==> src/rtl/sram_oq_write_arbiter.sv <==
// Write-side scheduler of the SRAM output queue: round-robin source pick, packet streaming, pointer commit.
// Optional statistics counters are built when SRAM_OQ_ARB_STATS_EN is defined.
module sram_oq_write_arbiter #(
    parameter int NUM_IN       = 2,
    parameter int DATA_WIDTH   = 202,
    parameter int NUM_OQ       = 5,
    parameter int QADDR_WIDTH  = 16,
    parameter int OQ_IDX_WIDTH = 3
) (
    input  logic                                 memclk,
    input  logic                                 memreset,
    input  logic [NUM_IN*DATA_WIDTH-1:0]         in_dout,
    input  logic [NUM_IN-1:0]                    in_dout_valid,
    input  logic [NUM_IN*NUM_OQ-1:0]             in_oq,
    output logic [NUM_IN-1:0]                    in_output_enable,
    input  logic                                 sram_wr_ready,
    output logic                                 sram_wr_en,
    output logic [OQ_IDX_WIDTH+QADDR_WIDTH-1:0]  sram_wr_addr,
    output logic [DATA_WIDTH-1:0]                sram_wr_data,
    input  logic [NUM_OQ*(QADDR_WIDTH+1)-1:0]    oq_rd_ptr,
    output logic [NUM_OQ*(QADDR_WIDTH+1)-1:0]    oq_wr_ptr,
    output logic [NUM_OQ-1:0]                    oq_pkt_done,
    output logic [NUM_OQ*32-1:0]                 oq_pkt_cnt,
    output logic [31:0]                          drop_cnt
);

    localparam int PW = QADDR_WIDTH + 1;
    localparam int GW = (NUM_IN > 1) ? $clog2(NUM_IN) : 1;
    localparam int AW = OQ_IDX_WIDTH + QADDR_WIDTH;
    localparam logic [PW-1:0] FULL_DIST = {1'b1, {QADDR_WIDTH{1'b0}}};

    localparam logic [1:0] S_IDLE   = 2'd0;
    localparam logic [1:0] S_STREAM = 2'd1;
    localparam logic [1:0] S_DROP   = 2'd2;

    logic [1:0]              state_q, state_d;
    logic [GW-1:0]           grant_q, grant_d;
    logic [GW-1:0]           last_q, last_d;
    logic [OQ_IDX_WIDTH-1:0] dest_q, dest_d;
    logic [PW-1:0]           work_ptr_q [NUM_OQ];
    logic [PW-1:0]           work_ptr_d [NUM_OQ];
    logic [PW-1:0]           wr_ptr_q   [NUM_OQ];
    logic [PW-1:0]           rd_ptr     [NUM_OQ];

    logic                    wr_en_q;
    logic [AW-1:0]           wr_addr_q;
    logic [DATA_WIDTH-1:0]   wr_data_q;

    logic                    c1_q, c2_q;
    logic [OQ_IDX_WIDTH-1:0] c1_dest_q, c2_dest_q;
    logic [PW-1:0]           c1_ptr_q, c2_ptr_q;
    logic [NUM_OQ-1:0]       done_q, done_d;

    logic                    req_found;
    logic [GW-1:0]           pick;
    logic [NUM_OQ-1:0]       pick_oq;
    logic [OQ_IDX_WIDTH-1:0] pick_dest;
    logic                    cur_valid;
    logic [DATA_WIDTH-1:0]   cur_word;
    logic                    cur_eop;
    logic [PW-1:0]           ptr_diff;
    logic                    cur_full;
    logic                    consume;
    logic                    wr_fire;
    logic                    commit_now;
    logic                    drop_eop;

    for (genvar q = 0; q < NUM_OQ; q++) begin : g_ptr
        assign rd_ptr[q]              = oq_rd_ptr[q*PW +: PW];
        assign oq_wr_ptr[q*PW +: PW]  = wr_ptr_q[q];
    end

    // Round-robin: first valid source strictly after the previous winner.
    always_comb begin
        req_found = 1'b0;
        pick      = last_q;
        for (int k = 1; k <= NUM_IN; k++) begin
            if (!req_found && in_dout_valid[(int'(last_q) + k) % NUM_IN]) begin
                req_found = 1'b1;
                pick      = GW'((int'(last_q) + k) % NUM_IN);
            end
        end
    end

    assign pick_oq = in_oq[int'(pick)*NUM_OQ +: NUM_OQ];

    always_comb begin
        pick_dest = '0;
        for (int q = NUM_OQ - 1; q >= 0; q--) begin
            if (pick_oq[q]) begin
                pick_dest = OQ_IDX_WIDTH'(q);
            end
        end
    end

    assign cur_valid = in_dout_valid[grant_q];
    assign cur_word  = in_dout[int'(grant_q)*DATA_WIDTH +: DATA_WIDTH];
    assign cur_eop   = cur_word[DATA_WIDTH-1];
    assign ptr_diff  = work_ptr_q[dest_q] - rd_ptr[dest_q];
    assign cur_full  = (ptr_diff == FULL_DIST);

    always_comb begin
        in_output_enable = '0;
        case (state_q)
            S_STREAM: in_output_enable[grant_q] = sram_wr_ready && !cur_full;
            S_DROP:   in_output_enable[grant_q] = 1'b1;
            default:  in_output_enable = '0;
        endcase
    end

    assign consume    = in_output_enable[grant_q] && cur_valid;
    assign wr_fire    = (state_q == S_STREAM) && consume;
    assign commit_now = wr_fire && cur_eop;
    assign drop_eop   = (state_q == S_DROP) && consume && cur_eop;

    always_comb begin
        state_d = state_q;
        grant_d = grant_q;
        last_d  = last_q;
        dest_d  = dest_q;
        case (state_q)
            S_IDLE: begin
                if (req_found) begin
                    grant_d = pick;
                    dest_d  = pick_dest;
                    state_d = (|pick_oq) ? S_STREAM : S_DROP;
                end
            end
            S_STREAM, S_DROP: begin
                if (consume && cur_eop) begin
                    state_d = S_IDLE;
                    last_d  = grant_q;
                end
            end
            default: state_d = S_IDLE;
        endcase
    end

    always_comb begin
        work_ptr_d = work_ptr_q;
        if (wr_fire) begin
            work_ptr_d[dest_q] = work_ptr_q[dest_q] + 1'b1;
        end
    end

    always_comb begin
        done_d = '0;
        if (c2_q) begin
            done_d[c2_dest_q] = 1'b1;
        end
    end

    // Commit lags the EOP consume by two edges so the EOP write has issued first.
    always_ff @(posedge memclk or posedge memreset) begin
        if (memreset) begin
            state_q   <= S_IDLE;
            grant_q   <= '0;
            last_q    <= GW'(NUM_IN - 1);
            dest_q    <= '0;
            for (int q = 0; q < NUM_OQ; q++) begin
                work_ptr_q[q] <= '0;
                wr_ptr_q[q]   <= '0;
            end
            wr_en_q   <= 1'b0;
            wr_addr_q <= '0;
            wr_data_q <= '0;
            c1_q      <= 1'b0;
            c2_q      <= 1'b0;
            c1_dest_q <= '0;
            c2_dest_q <= '0;
            c1_ptr_q  <= '0;
            c2_ptr_q  <= '0;
            done_q    <= '0;
        end else begin
            state_q    <= state_d;
            grant_q    <= grant_d;
            last_q     <= last_d;
            dest_q     <= dest_d;
            work_ptr_q <= work_ptr_d;
            wr_en_q    <= wr_fire;
            if (wr_fire) begin
                wr_addr_q <= {dest_q, work_ptr_q[dest_q][QADDR_WIDTH-1:0]};
                wr_data_q <= cur_word;
            end
            c1_q      <= commit_now;
            c1_dest_q <= dest_q;
            c1_ptr_q  <= work_ptr_d[dest_q];
            c2_q      <= c1_q;
            c2_dest_q <= c1_dest_q;
            c2_ptr_q  <= c1_ptr_q;
            done_q    <= done_d;
            if (c2_q) begin
                wr_ptr_q[c2_dest_q] <= c2_ptr_q;
            end
        end
    end

    assign sram_wr_en   = wr_en_q;
    assign sram_wr_addr = wr_addr_q;
    assign sram_wr_data = wr_data_q;
    assign oq_pkt_done  = done_q;

`ifdef SRAM_OQ_ARB_STATS_EN
    logic [31:0] pkt_cnt_q [NUM_OQ];
    logic [31:0] drop_cnt_q;

    always_ff @(posedge memclk or posedge memreset) begin
        if (memreset) begin
            for (int q = 0; q < NUM_OQ; q++) begin
                pkt_cnt_q[q] <= '0;
            end
            drop_cnt_q <= '0;
        end else begin
            if (c2_q) begin
                pkt_cnt_q[c2_dest_q] <= pkt_cnt_q[c2_dest_q] + 32'd1;
            end
            if (drop_eop) begin
                drop_cnt_q <= drop_cnt_q + 32'd1;
            end
        end
    end

    for (genvar q = 0; q < NUM_OQ; q++) begin : g_cnt
        assign oq_pkt_cnt[q*32 +: 32] = pkt_cnt_q[q];
    end
    assign drop_cnt = drop_cnt_q;
`else
    logic unused_drop;
    assign unused_drop = drop_eop;
    assign oq_pkt_cnt  = '0;
    assign drop_cnt    = '0;
`endif

endmodule

==> config.mk <==
export PLATFORM = sky130hd
export DESIGN_NAME = sram_oq_write_arbiter
export DESIGN_NICKNAME = d
export VERILOG_FILES = /design/src/rtl/sram_oq_write_arbiter.sv
export SDC_FILE = /design/constraint.sdc
export NUM_CORES = 1
export LEC_CHECK = 0
export CAP_MARGIN = 20
export CORE_AREA = 2 2 393 395
export CTS_BUF_LIST = sky130_fd_sc_hd__clkbuf_4 sky130_fd_sc_hd__clkbuf_8 sky130_fd_sc_hd__clkbuf_16
export CTS_CLUSTER_DIAMETER = 80
export CTS_CLUSTER_SIZE = 14
export DETAILED_ROUTE_END_ITERATION = 8
export DIE_AREA = 0 0 395 397
export GPL_TIMING_DRIVEN = 0
export MAX_ROUTING_LAYER = met4
export PLACE_DENSITY = 0.39
export SLEW_MARGIN = 20
export SYNTH_ARGS = -nofsm -noshare
export SYNTH_HDL_FRONTEND = slang
export SYNTH_SLANG_ARGS = --single-unit
==> constraint.sdc <==
create_clock -name memclk -period 31 [get_ports memclk]
set_clock_uncertainty 0.05 [all_clocks]
set_input_delay 7.75 -clock memclk [delete_from_list [all_inputs] [get_ports memclk]]
set_output_delay 7.75 -clock memclk [all_outputs]
set_load 0.1 [all_outputs]
==> results.sh <==
export IMPL_synth_top_area_cell="dfrtp_1"
export IMPL_coreArea_mm2=0.1530
export IMPL_power_switching_w=0.002333
export IMPL_antenna_found_initial=24
export IMPL_switching_share_pct=58.15
export IMPL_synth_compound_area_share_pct=9.880
export IMPL_grt_pass1_vias=19472
export IMPL_tns_ns=0
export IMPL_numPortBuffers=817
export IMPL_drt_wl_total_mm=119.2
export IMPL_max_stage_delay_ns=0.98
export IMPL_crit_chain="clkdlybuf4s50_1, mux4_2, a21oi_1, ha_1, a21oi_1, o21ai_0, mux2_2, o2111ai_1, a2111oi_0, nand4_1, nor4_2, o21bai_1, and3_1, clkdlybuf4s50_1"
export IMPL_grt_pass1_wl_mm=160.1
export IMPL_start_util_pct=14.64
export IMPL_wire_per_inst_um=22.78
export IMPL_cp_arrival_ns=12.89
export IMPL_synth_fa_ha_area_share_pct=1.117
export IMPL_postLayoutCoreUtil_pct=23.23
export IMPL_synth_top_flop_cell="dfrtp_1"
export IMPL_slowest_stage="clkdlybuf4s50_1"
export IMPL_power_frac_clock_pct=15.0
export IMPL_post_cts_repair_setup_buffers=0
export IMPL_fin_nets=3677
export IMPL_startpoint="oq_rd_ptr[63]"
export IMPL_p_int_w=0.001679
export IMPL_max_freq_ghz=0.04833
export IMPL_ff_latch_area_mm2=0.01116
export IMPL_vias=19211
export IMPL_end_kind="output port"
export IMPL_synth_simple_area_share_pct=8.769
export IMPL_crit_fanout=6
export IMPL_synth_xor_area_share_pct=0.7429
export IMPL_grt_usage_pct=15.00
export IMPL_multi_input_area_mm2=0.009976
export IMPL_p_leak_nw=15.78
export IMPL_seq_area_frac_synth_pct=49.83
export IMPL_rows=144
export IMPL_outcome="finished, final reports clean"
export IMPL_hold_depth=0
export IMPL_rrSetupSlack_ns=20.93
export IMPL_clk_latency_ns=0.65
export IMPL_synth_cells=2086
export IMPL_cts_resized=0
export IMPL_synthMuxAreaShare_pct=20.68
export IMPL_cp_depth=14
export IMPL_synth_area_top_cells="dfrtp_1, mux2i_1, mux2_2"
export IMPL_cpLargestDelayFamily="compound AO/OA/AOI/OAI gates"
export IMPL_dieArea_mm2=0.1568
export IMPL_worstReg2RegStart="dest_q[1]"
export IMPL_dr_first_iter_drc_count=1027
export IMPL_grt_max_degree=94
export IMPL_synth_async_reset_ratio_pct=100.0
export IMPL_synth_top_family_by_area="multiplexers"
export IMPL_drt_pass1_iterations=5
export IMPL_synth_top_area_share_pct=49.71
export IMPL_path_buf_inv=2
export IMPL_ctsHoldBuffers=0
export IMPL_finalHoldViolCount=0
export IMPL_h_tree_depth=2
export IMPL_cts_max_path_buffers=3
export IMPL_final_antenna_net_count=0
export IMPL_p_comb_share_pct=63.2
export IMPL_setup_violations=0
export IMPL_powerDensity_mw_per_mm2=112.9
export IMPL_cts_tree="done"
export IMPL_place_ws_ns=10.18
export IMPL_post_route_min_period_ns=20.69
export IMPL_clk_pin_slew_ns=0.06
export IMPL_drc=0
export IMPL_drv_cap=0
export IMPL_worstSetupStartpointType="primary input"
export IMPL_drive_above_1_share_pct=16.69
export IMPL_cts_made_buffers=48
export IMPL_ff2ff_path_depth=22
export IMPL_gp_routability_congestion=0.8212
export IMPL_root_buffer="clkbuf_16"
export IMPL_synth_edf_count=0
export IMPL_ir_worst_vdd_mv=0.04836
export IMPL_p_seq_share_pct=21.8
export IMPL_worst_pin_slew_ns=1.204
export IMPL_slew_violations=0
export IMPL_rsz0062_at_grt="no"
export IMPL_io_pins=1010
export IMPL_relSlewSlack_pct=19.47
export IMPL_cts_sinks=446
export IMPL_fillers=16618
export IMPL_post_route_period_util_pct=66.74
export IMPL_critPathKind="in -> out"
export IMPL_cp_required_ns=23.20
export IMPL_hpwl_mm=97.39
export IMPL_syn_avg_cell_area_um2=10.74
export IMPL_ys_types=73
export IMPL_synth_seq_cells=446
export IMPL_setup_slack_ns=10.31
export IMPL_min_from="c1_ptr_q[3]"
export IMPL_via_per_inst=3.673
export IMPL_die_y_um=397
export IMPL_die_w_um=395
export IMPL_grt_overflow=0
export IMPL_ys_warn_count=0
export IMPL_hold_class="reg -> reg"
export IMPL_synth_area_mm2=0.02240
export IMPL_syn_to_final_growth_pct=58.64
[path summary, 6_finish.rpt]
| path | to |
|---|---|
| worst max-delay path | in_output_enable[1] |
| worst min-delay path | c2_ptr_q[3] |
| worst max register to register | c1_ptr_q[0] |
| worst min register to register | c2_ptr_q[3] |
| max in group asynchronous | work_ptr_q[27] |
| min in group asynchronous | sram_wr_data[183] |
[worst reg2reg max path, cell delays in order (launching register included)]
cell and delay (ns):
dfrtp_1 0.51, clkbuf_1 0.54, buf_1 0.62, clkbuf_1 0.69, buf_1 0.72, buf_1 0.52
clkbuf_1 0.82, mux4_2 0.45, a21oi_1 0.34, ha_1 0.38, a21oi_1 0.33, o211ai_1 0.15
a221oi_1 0.42, o2111ai_1 0.15, a2111oi_0 0.40, nand4_1 0.19, nor4_2 0.40, o21a_1 0.22
buf_6 0.17, inv_4 0.13, clkbuf_2 0.44, clkbuf_1 0.55, o211ai_1 0.70
[layout make-up]
cell class              count  share of cell area (%)
multi-input cells        1496                   28.07
clock inverters            20                  0.7535
clock buffers              58                   3.644
repair buffers            826                   23.17
diodes                      6                 0.04225
inverters                  22                  0.2605
flip-flops and latches    446                   31.41
plain buffers             313                   5.454
well taps                2044                   7.197
[power groups by stage]
stage	clock, W	combinational, W	sequential [W]
final	0.000600	0.00254	0.000876
after global placement	0	0.00257	0.000884
after floorplan	0	0.000700	0.00193
after global routing	0.000647	0.00265	0.000901
after detailed placement	0	0.00256	0.000885
after CTS	0.000626	0.00257	0.000879
[cells in the mapped netlist, drive strengths merged (3+ instances only)]
cell type	instances
a2111oi	3
a211oi	3
a21boi	3
a21o	3
a21oi	259
a221oi	3
a22oi	14
a2bb2oi	7
a31oi	6
and2	5
and3	15
buf	211
clkbuf	102
dfrtp	445
ha	20
inv	21
mux2	176
mux2i	234
mux4	12
nand2	114
nand2b	6
nand3	14
nand4	4
nor2	261
nor2b	9
nor3	15
nor3b	4
o211ai	11
o21a	3
o21ai	27
o21bai	3
o22a	10
o22ai	8
o2bb2ai	5
or3	3
xnor2	15
xor2	4
[per-stage QoR]
step                instances  hold slack [ns]  instance area, um2  power [W]
floorplan                2277           0.2812               23120   0.002629
global placement         5138           0.2852               33850   0.003454
detailed placement       5147           0.2862               33970   0.003448
CTS                      5225           0.3007               35530   0.004074
global route             5227           0.3051               35530   0.004197
finish                   5231           0.2995               35540   0.004013
[placed cells by master, fill, tap and decap left out, types with 7 or more instances in the layout]
master and instances:
a21oi_1 257, ha_1 20, clkbuf_2 10, mux2_2 166
buf_2 30, clkdlybuf4s50_1 793, a22oi_1 14, mux2_4 10
mux2i_1 232, buf_1 10, buf_4 194, nor3_1 10
nor2_1 261, nand2_1 114, mux4_2 12, o22a_1 10
nor2b_1 9, inv_1 19, dfrtp_1 445, nand3_1 14
o22ai_1 8, o21ai_0 23, xnor2_1 15, clkbuf_4 7
o211ai_1 11, and3_1 14, clkbuf_16 48, clkbuf_1 92
conb_1 192, a2bb2oi_1 7
[state kept, by name, summed over array words and instances (netlist names), 2 cells and up]
signal and flops:
state_q 2, c1_ptr_q 17, c2_ptr_q 17, oq_pkt_done 5, sram_wr_data 202, sram_wr_addr 19, c1_dest_q 3, dest_q 3
work_ptr_q 85, c2_dest_q 3, oq_wr_ptr 85
[routing by layer]
metal  GRT usage, %  vias up  routed length (um)
met2          23.91      743               56260
met3          3.981      105                8564
met5              -        -                   0
met1          18.83     9345               51700
met4          3.640        0                2649
li1               -     9018                   -
[kinds of logic after synthesis]
family / count (synthesis)
AOI/OAI and AO/OA: 382
xor gates and xnor gates: 19
adders and majority gates: 20
buffers and inverters: 335
DFF: 446
muxes: 422
other: 1
and+or+nand+nor: 461
Power figures use the tool's default switching activity.
